`src/rtl/led_blink_pkg.sv`:
```
`default_nettype none
// ============================================================================
// Module  : led_blink_pkg
// Purpose : Shared types and helpers for the LED event blinker.
//           - blink_state_t : 2-bit encoded blink FSM state (IDLE/ON/OFF)
//           - led_lit_level / led_dark_level : pin level for lit/dark LED,
//             derived from the LED_ACTIVE_LOW parameter of the user
//           - clog2_f : ceil(log2(value)) for sizing counters
// Ports   : none (package)
// Rev     : 1.0  initial release
// ============================================================================
package led_blink_pkg;

  typedef enum logic [1:0] {
    ST_IDLE = 2'd0,
    ST_ON   = 2'd1,
    ST_OFF  = 2'd2
  } blink_state_t;

  // Pin level that lights the LED.
  function automatic logic led_lit_level(input int active_low);
    return (active_low != 0) ? 1'b0 : 1'b1;
  endfunction

  // Pin level that keeps the LED dark.
  function automatic logic led_dark_level(input int active_low);
    return (active_low != 0) ? 1'b1 : 1'b0;
  endfunction

  // ceil(log2(value)); returns 0 for value <= 1.
  function automatic int clog2_f(input int value);
    int r;
    r = 0;
    for (int i = 0; i < 31; i++) begin
      if ((1 << i) < value) r = i + 1;
    end
    return r;
  endfunction

endpackage : led_blink_pkg
`default_nettype wire

```
`src/rtl/led_tick_gen.sv`:
```
`default_nettype none
// ============================================================================
// Module  : led_tick_gen
// Purpose : Free-running TICK_DIV prescaler producing a one-cycle tick.
//           The tick is asserted while count == TICK_DIV-1, after which the
//           count wraps to 0. A synchronous restart forces the count to 0 so
//           the next tick is exactly TICK_DIV cycles after the restart cycle.
// Ports   : clk      in  system clock
//           rst_n    in  reset, asynchronous assert, active-low
//           restart  in  synchronous restart of the prescaler
//           tick     out one-cycle timing tick
// Rev     : 1.0  initial release
// ============================================================================
module led_tick_gen
  import led_blink_pkg::*;
#(
  parameter int TICK_DIV = 50000
) (
  input  logic clk,
  input  logic rst_n,
  input  logic restart,
  output logic tick
);

  localparam int CW = (clog2_f(TICK_DIV) < 1) ? 1 : clog2_f(TICK_DIV);
  localparam logic [CW-1:0] LAST = CW'(TICK_DIV - 1);

  logic [CW-1:0] count;

  assign tick = (count == LAST);

  always_ff @(posedge clk or negedge rst_n) begin
    if (!rst_n) begin
      count <= '0;
    end else if (restart || tick) begin
      count <= '0;
    end else begin
      count <= count + 1'b1;
    end
  end

endmodule : led_tick_gen
`default_nettype wire

```
`src/rtl/led_event_blinker.sv`:
```
`default_nettype none
// ============================================================================
// Module  : led_event_blinker
// Purpose : Turns single-cycle event pulses into visible LED blinks. Each
//           rising edge of event_i queues one blink in a saturating pending
//           counter; queued blinks play back-to-back with a fixed ON time
//           followed by a fixed OFF time, timed by a local prescaler.
// Ports   : clk_i       in  system clock
//           resetn_i    in  reset, asynchronous, active-low
//           event_i     in  event request; each 0->1 queues one blink
//           clear_i     in  synchronous clear of pending count and overflow
//           led_o       out LED drive (registered)
//           busy_o      out high during ON or OFF phase
//           pending_o   out blinks queued but not yet started
//           overflow_o  out sticky: an event was dropped at saturation
// Rev     : 1.0  initial release
// ============================================================================
module led_event_blinker
  import led_blink_pkg::*;
#(
  parameter int TICK_DIV       = 50000,
  parameter int ON_TICKS       = 200,
  parameter int OFF_TICKS      = 200,
  parameter int PEND_W         = 4,
  parameter int LED_ACTIVE_LOW = 0
) (
  input  logic              clk_i,
  input  logic              resetn_i,
  input  logic              event_i,
  input  logic              clear_i,
  output logic              led_o,
  output logic              busy_o,
  output logic [PEND_W-1:0] pending_o,
  output logic              overflow_o
);

  localparam logic LED_LIT  = led_lit_level(LED_ACTIVE_LOW);
  localparam logic LED_DARK = led_dark_level(LED_ACTIVE_LOW);

  localparam int PH_MAX = (ON_TICKS > OFF_TICKS) ? ON_TICKS : OFF_TICKS;
  localparam int PH_W   = (clog2_f(PH_MAX + 1) < 1) ? 1 : clog2_f(PH_MAX + 1);
  localparam logic [PH_W-1:0]   ON_LOAD  = PH_W'(ON_TICKS - 1);
  localparam logic [PH_W-1:0]   OFF_LOAD = PH_W'(OFF_TICKS - 1);
  localparam logic [PEND_W-1:0] PEND_MAX = '1;

  // --------------------------------------------------------------------------
  // Reset synchronizer: asserts asynchronously, releases two clocks after
  // resetn_i rises so every state flop leaves reset on the same edge.
  // --------------------------------------------------------------------------
  logic [1:0] rst_sync;
  logic       rst_n;

  always_ff @(posedge clk_i or negedge resetn_i) begin
    if (!resetn_i) begin
      rst_sync <= 2'b00;
    end else begin
      rst_sync <= {rst_sync[0], 1'b1};
    end
  end

  assign rst_n = rst_sync[1];

  // --------------------------------------------------------------------------
  // Event edge detect: a level held high queues only one blink.
  // --------------------------------------------------------------------------
  logic ev_q;
  logic rise;

  always_ff @(posedge clk_i or negedge rst_n) begin
    if (!rst_n) begin
      ev_q <= 1'b0;
    end else begin
      ev_q <= event_i;
    end
  end

  assign rise = event_i & ~ev_q;

  // --------------------------------------------------------------------------
  // Blink FSM signals
  // --------------------------------------------------------------------------
  blink_state_t    state_q;
  blink_state_t    state_next;
  logic [PH_W-1:0] phase_cnt;
  logic            tick;
  logic            restart;
  logic            start;
  logic            phase_done;
  logic            led_next;
  logic            busy_next;

  assign start      = (state_q == ST_IDLE) && (pending_o != '0);
  assign phase_done = tick && (phase_cnt == '0);

  // Prescaler stays at 0 throughout IDLE and restarts on each state change,
  // so the first tick of a phase lands exactly TICK_DIV cycles after entry.
  assign restart = (state_q == ST_IDLE) || (state_next != state_q);

  led_tick_gen #(
    .TICK_DIV (TICK_DIV)
  ) u_tick_gen (
    .clk     (clk_i),
    .rst_n   (rst_n),
    .restart (restart),
    .tick    (tick)
  );

  // --------------------------------------------------------------------------
  // Pending counter. clear_i wins over everything, discarding a coincident
  // rise; the blink already in progress is unaffected.
  // --------------------------------------------------------------------------
  always_ff @(posedge clk_i or negedge rst_n) begin
    if (!rst_n) begin
      pending_o  <= '0;
      overflow_o <= 1'b0;
    end else if (clear_i) begin
      pending_o  <= '0;
      overflow_o <= 1'b0;
    end else if (rise && !start) begin
      if (pending_o == PEND_MAX) begin
        overflow_o <= 1'b1;
      end else begin
        pending_o <= pending_o + 1'b1;
      end
    end else if (start && !rise) begin
      pending_o <= pending_o - 1'b1;
    end
  end

  // --------------------------------------------------------------------------
  // FSM state register
  // --------------------------------------------------------------------------
  always_ff @(posedge clk_i or negedge rst_n) begin
    if (!rst_n) begin
      state_q <= ST_IDLE;
    end else begin
      state_q <= state_next;
    end
  end

  // --------------------------------------------------------------------------
  // FSM next-state logic
  // --------------------------------------------------------------------------
  always_comb begin
    state_next = state_q;
    case (state_q)
      ST_IDLE: if (start)      state_next = ST_ON;
      ST_ON:   if (phase_done) state_next = ST_OFF;
      ST_OFF:  if (phase_done) state_next = ST_IDLE;
      default:                 state_next = ST_IDLE;
    endcase
  end

  // --------------------------------------------------------------------------
  // FSM output logic, registered from next-state so the pins change on the
  // same edge as the state.
  // --------------------------------------------------------------------------
  always_comb begin
    led_next  = (state_next == ST_ON) ? LED_LIT : LED_DARK;
    busy_next = (state_next != ST_IDLE);
  end

  always_ff @(posedge clk_i or negedge rst_n) begin
    if (!rst_n) begin
      led_o  <= LED_DARK;
      busy_o <= 1'b0;
    end else begin
      led_o  <= led_next;
      busy_o <= busy_next;
    end
  end

  // --------------------------------------------------------------------------
  // Phase tick counter: loaded with (ticks-1) on phase entry and counts down;
  // the tick seen while at 0 ends the phase.
  // --------------------------------------------------------------------------
  always_ff @(posedge clk_i or negedge rst_n) begin
    if (!rst_n) begin
      phase_cnt <= '0;
    end else if (state_next != state_q) begin
      case (state_next)
        ST_ON:   phase_cnt <= ON_LOAD;
        ST_OFF:  phase_cnt <= OFF_LOAD;
        default: phase_cnt <= '0;
      endcase
    end else if (tick && (phase_cnt != '0)) begin
      phase_cnt <= phase_cnt - 1'b1;
    end
  end

endmodule : led_event_blinker
`default_nettype wire

```
`config.mk`:
```
export PLATFORM = sky130hd
export DESIGN_NAME = led_event_blinker
export DESIGN_NICKNAME = d
export VERILOG_FILES = /design/src/rtl/led_blink_pkg.sv /design/src/rtl/led_tick_gen.sv /design/src/rtl/led_event_blinker.sv
export SDC_FILE = /design/constraint.sdc
export NUM_CORES = 1
export LEC_CHECK = 0
export CAP_MARGIN = 20
export CORE_AREA = 2 2 69 71
export DETAILED_ROUTE_END_ITERATION = 10
export DIE_AREA = 0 0 71 73
export DONT_BUFFER_PORTS = 1
export PLACE_DENSITY = 0.65
export SYNTH_ARGS = -nofsm -noshare
export SYNTH_HDL_FRONTEND = slang
export SYNTH_HIERARCHICAL = 1
export SYNTH_SLANG_ARGS = --single-unit
```
`constraint.sdc`:
```
create_clock -name clk_i -period 2.1 [get_ports clk_i]
set_input_delay 0.315 -clock clk_i [delete_from_list [all_inputs] [get_ports clk_i]]
set_output_delay 0.315 -clock clk_i [all_outputs]
set_load 0.01 [all_outputs]
```
Word-level counts from Yosys, hierarchy flattened
Index checks and enable logic that the tools add are counted.
- register bits after elaboration: 36
- bits in latches: 0
- RAM bits: 0
- bits in read-only memories: 0
- bits of input ports: 4
- output and inout port bits: 7
- memories kept: 0
- $add $sub $neg: 4
- $mul: 0
- div/mod/pow operators: 0
- $lt $le $gt $ge: 0
- equal/unequal tests: 8
- shift-type cells: 0
- multiplexer cells: 16
- bitwise logic cells: 2
- reductions and logical operators: 21
- operator list (operator ; number):
    8-bit 2-to-1 mux ; 3
    16-bit by 1-bit adder with 16-bit output, second input constant ; 1
    16-bit == test, second input constant ; 1
    16-bit 2-to-1 mux ; 1
    4-bit 2-to-1 mux ; 4
    8-bit zero test ; 1
    2-bit nonzero test ; 4
    8-bit nonzero test ; 1
    8-bit by 1-bit subtractor with 8-bit output, second input constant ; 1
    2-bit 2-to-1 mux ; 3
    2-bit one-hot mux with 3 select lines ; 1
    1-bit logical AND ; 5
    4-bit by 1-bit adder with 4-bit output, second input constant ; 1
    2-bit by 1-bit == test with 1-bit output, second input constant ; 2
    2-bit == test, second input constant ; 2
    4-bit == test, second input constant ; 1
    1-bit 2-to-1 mux ; 4
    2-bit AND reduction ; 2
    4-bit nonzero test ; 1
    4-bit by 1-bit subtractor with 4-bit output, second input constant ; 1
    3-bit != test, second input constant ; 1
    3-bit nonzero test ; 1
    1-bit zero test ; 2
    2-bit zero test ; 1
    5 further kinds ; 6

Logic depth before layout (Yosys ltp)
- word-level depth: 8
- mapped depth: 10
- mapped depth without buffers: 10

Cells and area by module
Netlist, hierarchy kept.
- by module, submodules not included (module ; times used ; cells each ; area an instance (µm²) ; sequential area each (µm²)):
    led_event_blinker ; 1 ; 113 ; 1143.6 ; 500.5
    led_tick_gen ; 1 ; 80 ; 792.0 ; 400.4

Least setup slack after synthesis
OpenSTA, ideal clock, no wires.
- path kind: register to register
- start: register u_tick_gen.count[4]
- end: register phase_cnt[7]
- setup time: 119 ps
- arrival: 2843 ps
- data required time: 1981 ps
- path slack: -862 ps
- stages on the path, launching flop included: 10
- buffers on the path: 0
- path through: dfrtp_1 -> or4b_1 -> nor4_2 -> inv_1 -> or4_4 -> nor2_1 -> nor2_1 -> ha_1 -> a211oi_2 -> o21ba_1
- cells in the longest elaborated chain, start to end: 8
- elaborated cells on any way between the ends: 13
- RTL lines (what ; RTL line ; text):
    from (decl) ; led_tick_gen.sv:28 ; logic [CW-1:0] count;
    from (signal assigned) ; led_tick_gen.sv:38 ; count <= count + 1'b1;
    16-bit == test (*) ; led_tick_gen.sv:30 ; assign tick = (count == LAST);
    named net tick ; led_event_blinker.sv:85 ; logic tick;
    1-bit logical AND ; led_event_blinker.sv:93 ; assign phase_done = tick && (phase_cnt == '0);
    2-bit 2-to-1 mux (on tied branches) ; led_event_blinker.sv:149, led_event_blinker.sv:148 ;
    2-bit one-hot mux with 3 select lines ; led_event_blinker.sv:146 ; case (state_q)
    2-bit by 1-bit == test with 1-bit output or 2-bit == test (tied branches) ; led_event_blinker.sv:181 ; case (state_next)
    2-bit OR reduction (no line) ; -- ;
    8-bit 2-to-1 mux ; led_event_blinker.sv:181 ;
    8-bit 2-to-1 mux ; led_event_blinker.sv:180 ; end else if (state_next != state_q) begin
    to (signal assigned) ; led_event_blinker.sv:187 ; phase_cnt <= phase_cnt - 1'b1;
    to (decl) ; led_event_blinker.sv:84 ; logic [PH_W-1:0] phase_cnt;
The timed path passes the listed nets; every way through them passes the cells marked *.
A chain may end at the register's enable or synchronous reset.

Final worst setup path
- start: register u_tick_gen.count[10]
- end: register phase_cnt[1]
Same word-level chain as after synthesis.

==> flow_summary_export.csv <==
group,metric,value,unit
pwr,power_density,522,nW/um^2
pwr,switching_share,0.254,
finish,n_antenna_cell,0,
routing,first_pass_iters,4,
worst_setup_path,cp.required,2280,ps
global_route,grtUsageMet1,0.223,
floorplanning,io_pins,11,
clock_tree,clockBufferDepth,2,
floorplanning,die_h,73,um
finish,fin_util,0.583,
clock_tree,cts_buffers,5,
placement,place.gp.congestion,0.821,
routing,vias,1579,
finish,final_cell_mix,"buf_4, dfrtp_1, nor2_1, xnor2_1, inv_1",
global_route,grt_max_degree,35,
logic_synthesis,synth_top_area_frac,0.465,
logic_synthesis,synth.yosys.warnings,6,
clock_tree,clk_pin_slew,70,ps
logic_synthesis,yosys.area.top_type,"dfrtp_1",
worst_setup_path,critPathCaptureType,"flop",
clock_tree,cts.sinks,36,
global_route,met2_usage,0.298,
pwr,leakagePower,1.21,nW
routing,postRouteAntennaNets,0,
finish,fin_nets,265,
floorplanning,design.core.area,4540,sq um
timing,fin_crit_sh,1.24,
logic_synthesis,synth-edff-count,0,
worst_setup_path,cp.arrival,2790,ps
routing,drc,0,
floorplanning,initial_core_util,0.427,
logic_synthesis,syn-cell-area,1940,sq um
global_route,globalRouteOverflowTotal,0,
logic_synthesis,yosysSeqAreaShare,0.465,
logic_synthesis,ys_ff_latch,36,
min_path,hold_path_class,"input port to flop",
placement,portBuffers,0,
global_route,antenna_found_initial,0,
run_status,status,"complete, but fails checks",
run_status,violations,"negative setup slack",
pwr,clkPwrFrac,0.337,
flow_run,cap_violations,0,
floorplanning,die_x,71,um
clock_tree,cts_tree,"done",
logic_synthesis,synthArstFlopShare,1.00,
routing,drtIter0Drc,86,
logic_synthesis,syn_inst,193,
global_route,busiest_layer,"met2",
pwr,max-vdd-ir-drop,335,uV
finish,fill_cells,391,
timing,slew_viol_final,0,
routing,routed_via_density,5.14,
global_route,first_global_vias,1621,
timing,layout_min_cycle_time,2610,ps
routing,drt-wirelength-per-cell,13.8,um
logic_synthesis,syn_avg_cell_area,10.0,sq um
clock_tree,clockRootBuffer,"clkbuf_8",
timing,fin_skew,8.61,ps
pwr,combPwrFrac,0.133,
timing,setup_viol,28,
clock_tree,clk_latency,290,ps
pwr,seq_power_share,0.530,
pwr,total_power,1.38,mW
floorplanning,num_rows,25,
logic_synthesis,ys_types,47,
pwr,intPower,1.03,mW
clock_tree,h-tree-depth,2,
worst_setup_path,crit_path_start_kind,"flop",
worst_setup_path,critical_path_class,"flop to flop",
finish,syn_to_final_growth,36.6,%
finish,final_common_cell,"buf_4",
timing,worst_slack,-507,ps
global_route,grtUsageMet3,0.0414,
worst_setup_path,reg2reg_setup_slack,-510,ps
floorplanning,die_area,5180,sq um
worst_setup_path,crit_path_max_fanout,2,
logic_synthesis,synthTopCellsByArea,"dfrtp_1, xnor2_1, nor2_1",
placement,dp_hpwl,2900,um
global_route,grt_pass1_wl,7330,um
global_route,grt_usage,0.181,
timing,hold_viol_final,0,
timing,fin_hold_ws,46.3,ps
timing,max_freq,0.384,GHz
routing,routed_wl,4250,um
logic_synthesis,syn-num-nets,205,
logic_synthesis,synth_flop_cell,"dfrtp_1",
pwr,p_sw,0.351,mW
finish,drive_above_1_share,0.356,
timing,rsz0062_at_grt,"true",
==> power by group through the flow <==
stage | sequential (mW) | clock (mW) | combinational (mW)
finish | 0.732 | 0.465 | 0.184
global route | 0.734 | 0.512 | 0.206
CTS | 0.731 | 0.488 | 0.177
detailed placement | 0.744 | 0 | 0.170
global placement | 0.743 | 0 | 0.165
floorplan | 0.758 | 0 | 0.0857
==> final timing paths <==
check                                           from             endpoint  depth (start not counted)
min in group asynchronous                   resetn_i          rst_sync[1]                          1
worst min-delay path                         event_i                 ev_q                          0
max in group asynchronous                rst_sync[1]           overflow_o                          1
worst max register to register  u_tick_gen/count[10]         phase_cnt[1]                          9
worst max-delay path            u_tick_gen/count[10]         phase_cnt[1]                          9
worst min register to register           rst_sync[1]  u_tick_gen/count[7]                          1
==> metal layers <==
layer / routed length (um) / vias to the layer above
li1: - / 792
met1: 1850 / 747
met2: 2100 / 28
met3: 178 / 12
met4: 119 / 0
met5: 0 / -
==> Yosys cell counts, drive strengths merged (3+ instances only) <==
library cell   n
or4b           3
nor4           6
dfrtp         36
inv           14
or4            3
o21ai          5
xor2           5
buf            3
nand2          9
nor3b          3
a21oi          5
nor3           8
nand2b         4
nand4          3
nor2          29
ha             7
xnor2         15
nand3          5
==> critical path, cell delays in order (launching register included) <==
cell	delay, ps
dfrtp_1	380
or4b_4	550
nor4_4	260
inv_2	60
or4_4	440
nor2_4	100
nor2_2	70
ha_4	240
buf_4	130
mux2_4	260
==> what timing repair did <==
item,CTS,global route
pin swaps,10,5
cloned,1,0
buffers inserted,5,3
gates resized for setup,9,5
hold endpoints to repair,2,0
setup endpoints to repair,31,31
hold buffers,1,0
==> stage by stage <==
| step | cell area, sq um | setup slack [ps] | instances | setup TNS (ps) |
|---|---|---|---|---|
| finish | 2640 | -507 | 307 | -8750 |
| global route | 2640 | -612 | 307 | -12150 |
| CTS | 2600 | -528 | 305 | -8750 |
| detailed placement | 2390 | -681 | 291 | -11800 |
| global placement | 2390 | -594 | 291 | -10130 |
| floorplan | 1980 | -726 | 193 | -10540 |
==> sequential cells by signal (all words and copies together), names as in the netlist <==
name and flops:
rst_sync 2, state_q 2, u_tick_gen/count 16, led_o 1
pending_o 4, phase_cnt 8, overflow_o 1, busy_o 1
ev_q 1
==> kinds of logic (layout without fill, tap and decap cells) <==
logic type | after synthesis | count (layout) | synth area share
compound gates | 24 | 24 | 0.0873
xor+xnor | 20 | 20 | 0.0905
fa+ha+maj | 8 | 8 | 0.0556
buf+inv | 18 | 78 | 0.0433
flops | 36 | 36 | 0.465
mux | 4 | 4 | 0.0239
other cells | 1 | 1 | 0.00194
simple gates | 82 | 82 | 0.232
==> area by class of cell <==
type / instances / area (sq um) / share of cell area
inverters: 14 / 52.6 / 0.0199
repair buffers: 57 / 468 / 0.177
multi-input cells: 139 / 1080 / 0.407
well taps: 54 / 67.6 / 0.0256
flip-flops and latches: 36 / 901 / 0.341
clock inverters: 1 / 5.00 / 0.00189
clock buffers: 6 / 72.6 / 0.0274
No activity file was read; power rests on OpenSTA's default activity.
==> edit 1, RTL diff (same settings) <==
Register the output `pending_o` once more, cleared by the reset; this adds one clock of latency there. The other outputs are not delayed to match.
--- a/src/rtl/led_event_blinker.sv
+++ b/src/rtl/led_event_blinker.sv
@@ -43,6 +43,8 @@
   localparam logic [PH_W-1:0]   OFF_LOAD = PH_W'(OFF_TICKS - 1);
   localparam logic [PEND_W-1:0] PEND_MAX = '1;
 
+  logic [PEND_W-1:0] pending_s0;
+
   // --------------------------------------------------------------------------
   // Reset synchronizer: asserts asynchronously, releases two clocks after
   // resetn_i rises so every state flop leaves reset on the same edge.
@@ -89,7 +91,7 @@
   logic            led_next;
   logic            busy_next;
 
-  assign start      = (state_q == ST_IDLE) && (pending_o != '0);
+  assign start      = (state_q == ST_IDLE) && (pending_s0 != '0);
   assign phase_done = tick && (phase_cnt == '0);
 
   // Prescaler stays at 0 throughout IDLE and restarts on each state change,
@@ -111,19 +113,19 @@
   // --------------------------------------------------------------------------
   always_ff @(posedge clk_i or negedge rst_n) begin
     if (!rst_n) begin
-      pending_o  <= '0;
+      pending_s0 <= '0;
       overflow_o <= 1'b0;
     end else if (clear_i) begin
-      pending_o  <= '0;
+      pending_s0 <= '0;
       overflow_o <= 1'b0;
     end else if (rise && !start) begin
-      if (pending_o == PEND_MAX) begin
+      if (pending_s0 == PEND_MAX) begin
         overflow_o <= 1'b1;
       end else begin
-        pending_o <= pending_o + 1'b1;
+        pending_s0 <= pending_s0 + 1'b1;
       end
     end else if (start && !rise) begin
-      pending_o <= pending_o - 1'b1;
+      pending_s0 <= pending_s0 - 1'b1;
     end
   end
 
@@ -188,6 +190,14 @@
     end
   end
 
+  always_ff @(posedge clk_i or negedge resetn_i) begin
+    if (!resetn_i) begin
+      pending_o <= '0;
+    end else begin
+      pending_o <= pending_s0;
+    end
+  end
+
 endmodule : led_event_blinker
 `default_nettype wire
 
Check against the original RTL: not equivalent (a bounded check fails within 4 cycles, from zero or initial values and one cycle with resetn_i low).
==> edit 1 against the original RTL <==
  * First-iteration DRC count fell by 45%
  * Worst setup slack got worse by 0.0057 ns
  * Count of clock-buffer cells in the layout did not move
  * Sequential cell count rose by 4
  * Design area rose by 4.8%
  * Wire length rose by 3.0%
  * Utilization rose by 2.8 points
  * The flow still finishes with violations (setup timing)
  * Area after synthesis rose by 7.0%
  * Final cell count fell by 3.3%
  * Die area did not move
  * Hold slack improved by 0.0017 ns
Power is not compared: it rests on default switching activity, and its combinational part moved more than twofold at a synthesized area within 25%.
==> edit 1: results (changes against the original RTL) <==
Final layout:
- The final instance count without filler cells is 297 (-3.3%).
- The largest registers in the layout are u_tick_gen/count x16, phase_cnt x8.
- The fill cell instance count of the final layout is 349 (-11%).

Synthesis:
- The post-synthesis cell type count is 45 (-4.3%).
- After synthesis, the cell types taking the most area are sky130_fd_sc_hd__dfrtp_1, sky130_fd_sc_hd__xnor2_1, sky130_fd_sc_hd__nor2_1.
- Counting instances in the post-synthesis netlist gives the leading cell types as sky130_fd_sc_hd__dfrtp_1, sky130_fd_sc_hd__nor2_1, sky130_fd_sc_hd__xnor2_1, sky130_fd_sc_hd__inv_1, sky130_fd_sc_hd__nand2_1.

Setup path:
- The arrival time reported for the critical path endpoint is 2.80 ns (about the same).
- The largest incremental delay on the critical path is 0.58 ns (+0.03 ns).

GRT:
- The met1 global-route usage is 22.78% (+0.51 points).
- The first-pass GRT wire length is 7445 um (+1.5%).
- The met3 demand-to-capacity share in global routing is 5.110% (+0.97 points).
- The combined global-route utilization of all metal layers is 18.52% (+0.44 points).

Placement:
- The half-perimeter wire length of the detailed placement result is 3193 um (+10%).
- The placer congestion estimate came to 0.8212 (about the same).
- The instance count after placement with tap cells included is 287 (-1.4%).
- The worst-case setup slack after placement is -0.4873 ns (+0.1937 ns).

Outcome:
- The checks that failed: setup timing.
- The run finished, with violations left.

Timing:
- The worst clock skew was 0.01026 ns (+0.001647 ns).
- The setup total negative slack is -5.743 ns (+3.011 ns).
- The total setup violations reported at the end of the flow was 28 (unchanged).
- The final setup slack of the worst path was -0.5125 ns (-0.005722 ns).

Drt:
- The iteration-0 DRC count of the detailed router was 47 (-45%).
- The met1 routed wirelength after detailed routing is 1900 um (+2.6%).

Clock network:
- The post-cts sizing count was 7 (-2).
- The number of buffers inserted by post-CTS setup repair is 1 (-4).
-- edit 1: cell count changes in the layout (fill, tap and decap cells not counted), sizes merged, moves of 2 or more --
cell	change
or2	+2
xor2	-2
a21oi	+6
nor3	-2
or3	+2
buf	-11
dfrtp	+4
o211ai	-2
o21ai	-5
nor2	-3
mux2	+3
-- edit 1: final cells by class --
cell class	instances	area, um^2	area share [%]
multi-input cells	138	1202	43.41
flip-flops and latches	40	1001	36.13
repair buffers	45	372.9	13.46
clock buffers	6	72.57	2.620
well taps	54	67.56	2.439
inverters	13	48.80	1.762
clock inverters	1	5.005	0.1807
-- edit 1: worst paths after layout --
check / slack (ns) / endpoint / start / depth (start not counted)
min in group asynchronous: 0.27 / u_tick_gen/count[12] / rst_sync[1] / 1
max in group asynchronous: 1.53 / u_tick_gen/count[4] / rst_sync[1] / 1
worst max register to register: -0.51 / phase_cnt[1] / u_tick_gen/count[4] / 8
worst min register to register: 0.27 / u_tick_gen/count[12] / rst_sync[1] / 1
worst min-delay path: 0.05 / ev_q / event_i / 0
worst max-delay path: -0.51 / phase_cnt[1] / u_tick_gen/count[4] / 8
-- edit 1: kinds of logic (layout without fill, tap and decap cells) --
kind of cell               count (synthesis)  after routing  share of synthesized area, %
adders and majority gates                  8              8                         5.196
DFF                                       40             40                         48.34
muxes                                      6              6                         3.928
AOI/OAI and AO/OA                         24             24                         8.700
xor gates and xnor gates                  19             19                         8.036
buffers and inverters                     15             65                         3.444
and+or+nand+nor                           80             80                         22.18
other                                      1              1                        0.1811
-- edit 1: worst max-delay path: cells and delay by family (launching register included) --
kind | cells | cell delay, ns
compound gates | 1 | 0.06
buf+inv | 2 | 0.23
flops | 1 | 0.38
mux | 1 | 0.30
simple gates | 4 | 1.53
==> edit 2, RTL diff (config.mk and constraints unchanged) <==
Made on the original files. The parameter `ON_TICKS` goes from 200 to 400.
--- a/src/rtl/led_event_blinker.sv
+++ b/src/rtl/led_event_blinker.sv
@@ -19,7 +19,7 @@
   import led_blink_pkg::*;
 #(
   parameter int TICK_DIV       = 50000,
-  parameter int ON_TICKS       = 200,
+  parameter int ON_TICKS       = 400,
   parameter int OFF_TICKS      = 200,
   parameter int PEND_W         = 4,
   parameter int LED_ACTIVE_LOW = 0
Behaviour: no difference found for any inputs over 10 cycles, from zero or initial values and one cycle with resetn_i low; that may be too few to reach the edited logic, so the function may still have changed.
==> edit 2 against the original RTL <==
  * The run still ends with setup timing left
  * Design area rose by 6.5%
  * Sequential cell count increased by 1
  * Clock power up 18%
  * Area after synthesis rose by 2.6%
  * Wire length up 2.5%
  * Power barely moved
  * Worst setup slack worse by 0.10 ns
==> edit 2: results (changes against the original RTL) <==
Drt:
- The total detailed-routing wirelength came to 4355 um (+2.5%).
- The via total after detailed routing is 1614 (+2.2%).
- The met1 routed wirelength after detailed routing is 2031 um (+9.7%).
- The iteration-0 DRC count of the detailed router is 53 (-38%).
- The wire length on met2 is 2097 um (about the same).
- The met3 wire length was 160 um (-10%).

Placement:
- The cell area reported after detailed placement is 2464 um^2 (+2.9%).
- The placer congestion estimate is 0.8178 (-0.34%).
- The half-perimeter wire length of the detailed placement result is 3005 um (+3.6%).
- The instance count after placement with tap cells included came to 288 (-1.0%).
- The worst-case setup slack after placement is -0.6910 ns (-0.01003 ns).

Final layout:
- The fraction of layout cells with a size suffix above 1 came to 41.83% (+6.3 points).
- The count of multi-input gates is 137 (-1.4%).
- The sequential cell area is 928.4 um^2 (+3.1%).
- The fill cell instance count of the final layout is 353 (-9.7%).
- The number of nets in the layout came to 263 (-0.75%).
- The core utilization of the finished layout is 62.10% (+3.8 points).
- The relative area of non-clock buffer cells in the final design came to 17.33% (-0.37 points).
- The relative area of clock buffers and inverters in the final design is 3.598% (+0.66 points).
- The final instance count without filler cells was 305 (-0.65%).
- The number of clock buffers in the layout came to 7 (+1).
- The largest registers in the layout are u_tick_gen/count x16, phase_cnt x9, pending_o x4.

GRT:
- The met1 global-route usage is 23.02% (+0.75 points).
- The largest net degree at the start of global routing is 36 (+2.9%).
- The first-pass GRT wire length is 7265 um (-0.94%).
- The combined global-route utilization of all metal layers was 17.91% (-0.17 points).
- The met2 capacity usage during global routing is 29.08% (-0.73 points).

Clock network:
- The post-cts sizing count is 17 (+8).

Timing:
- The final setup slack of the worst path was -0.6104 ns (-0.1037 ns).
- The worst clock skew is 0.002292 ns (-0.006323 ns).
- The setup total negative slack came to -2.827 ns (+5.927 ns).
- The total setup violations reported at the end of the flow was 11 (-61%).

Synthesis:
- Ranked by instance count, the synthesized netlist is headed by sky130_fd_sc_hd__dfrtp_1, sky130_fd_sc_hd__nor2_1, sky130_fd_sc_hd__xnor2_1, sky130_fd_sc_hd__inv_1, sky130_fd_sc_hd__ha_1.
- The post-synth net total was 203 (-0.98%).
- The synthesized flop and latch total is 37 (+2.8%).
- The sequential area share after synthesis came to 46.63% (+0.087 points).
- Ranked by total cell area, the synthesized netlist is headed by sky130_fd_sc_hd__dfrtp_1, sky130_fd_sc_hd__xnor2_1, sky130_fd_sc_hd__ha_1.
- The count of yosys warnings during synthesis is 6 (unchanged).

Setup path:
- The end of the critical path is phase_cnt[7].
- The critical path starts at u_tick_gen/count[4].
- The arrival time reported for the critical path endpoint is 2.88 ns (+0.09 ns).

Power:
- The peak supply drop is 0.5077 mV (+52%).
- The static leakage power came to 0.001269 uW (+4.8%).
- The net switching power is 310.9 uW (-11%).
- The power density over cell area was 490.6 nW/um^2 (-6.1%).

Outcome:
- The checks that failed: setup timing.
- The flow ran to the end, but the final reports show violations.
[edit 2: cell count changes in the layout (fill, tap and decap cells not counted), sizes merged, moves of 2 or more]
cell,delta
mux2,+5
mux2i,+3
nand2b,-3
nor2,-3
xor2,-3
a211oi,+2
a31oi,-2
clkbuf,+2
nand2,-2
nor2b,+2
o211ai,-2
xnor2,+2
[edit 2: cell families after synthesis]
group                    Yosys count  share of synthesized area, %
XOR/XNOR                          19                         8.381
flip-flops                        37                         46.63
AO/OA/AOI/OAI                     21                         7.121
multiplexers                      12                         6.490
AND/OR/NAND/NOR                   75                         21.36
adder cells (fa/ha/maj)            9                         6.049
other                              1                        0.1889
buffers and inverters             16                         3.781
[edit 2: power by group through the flow]
stage	Sequential, uW	Clock, uW	Combinational, uW
2_1_floorplan	755	0	46.6
6_report	726	548	107
3_3_place_gp	740	0	96.4
5_1_grt	727	597	119
4_1_cts	726	563	108
3_5_place_dp	740	0	97.5
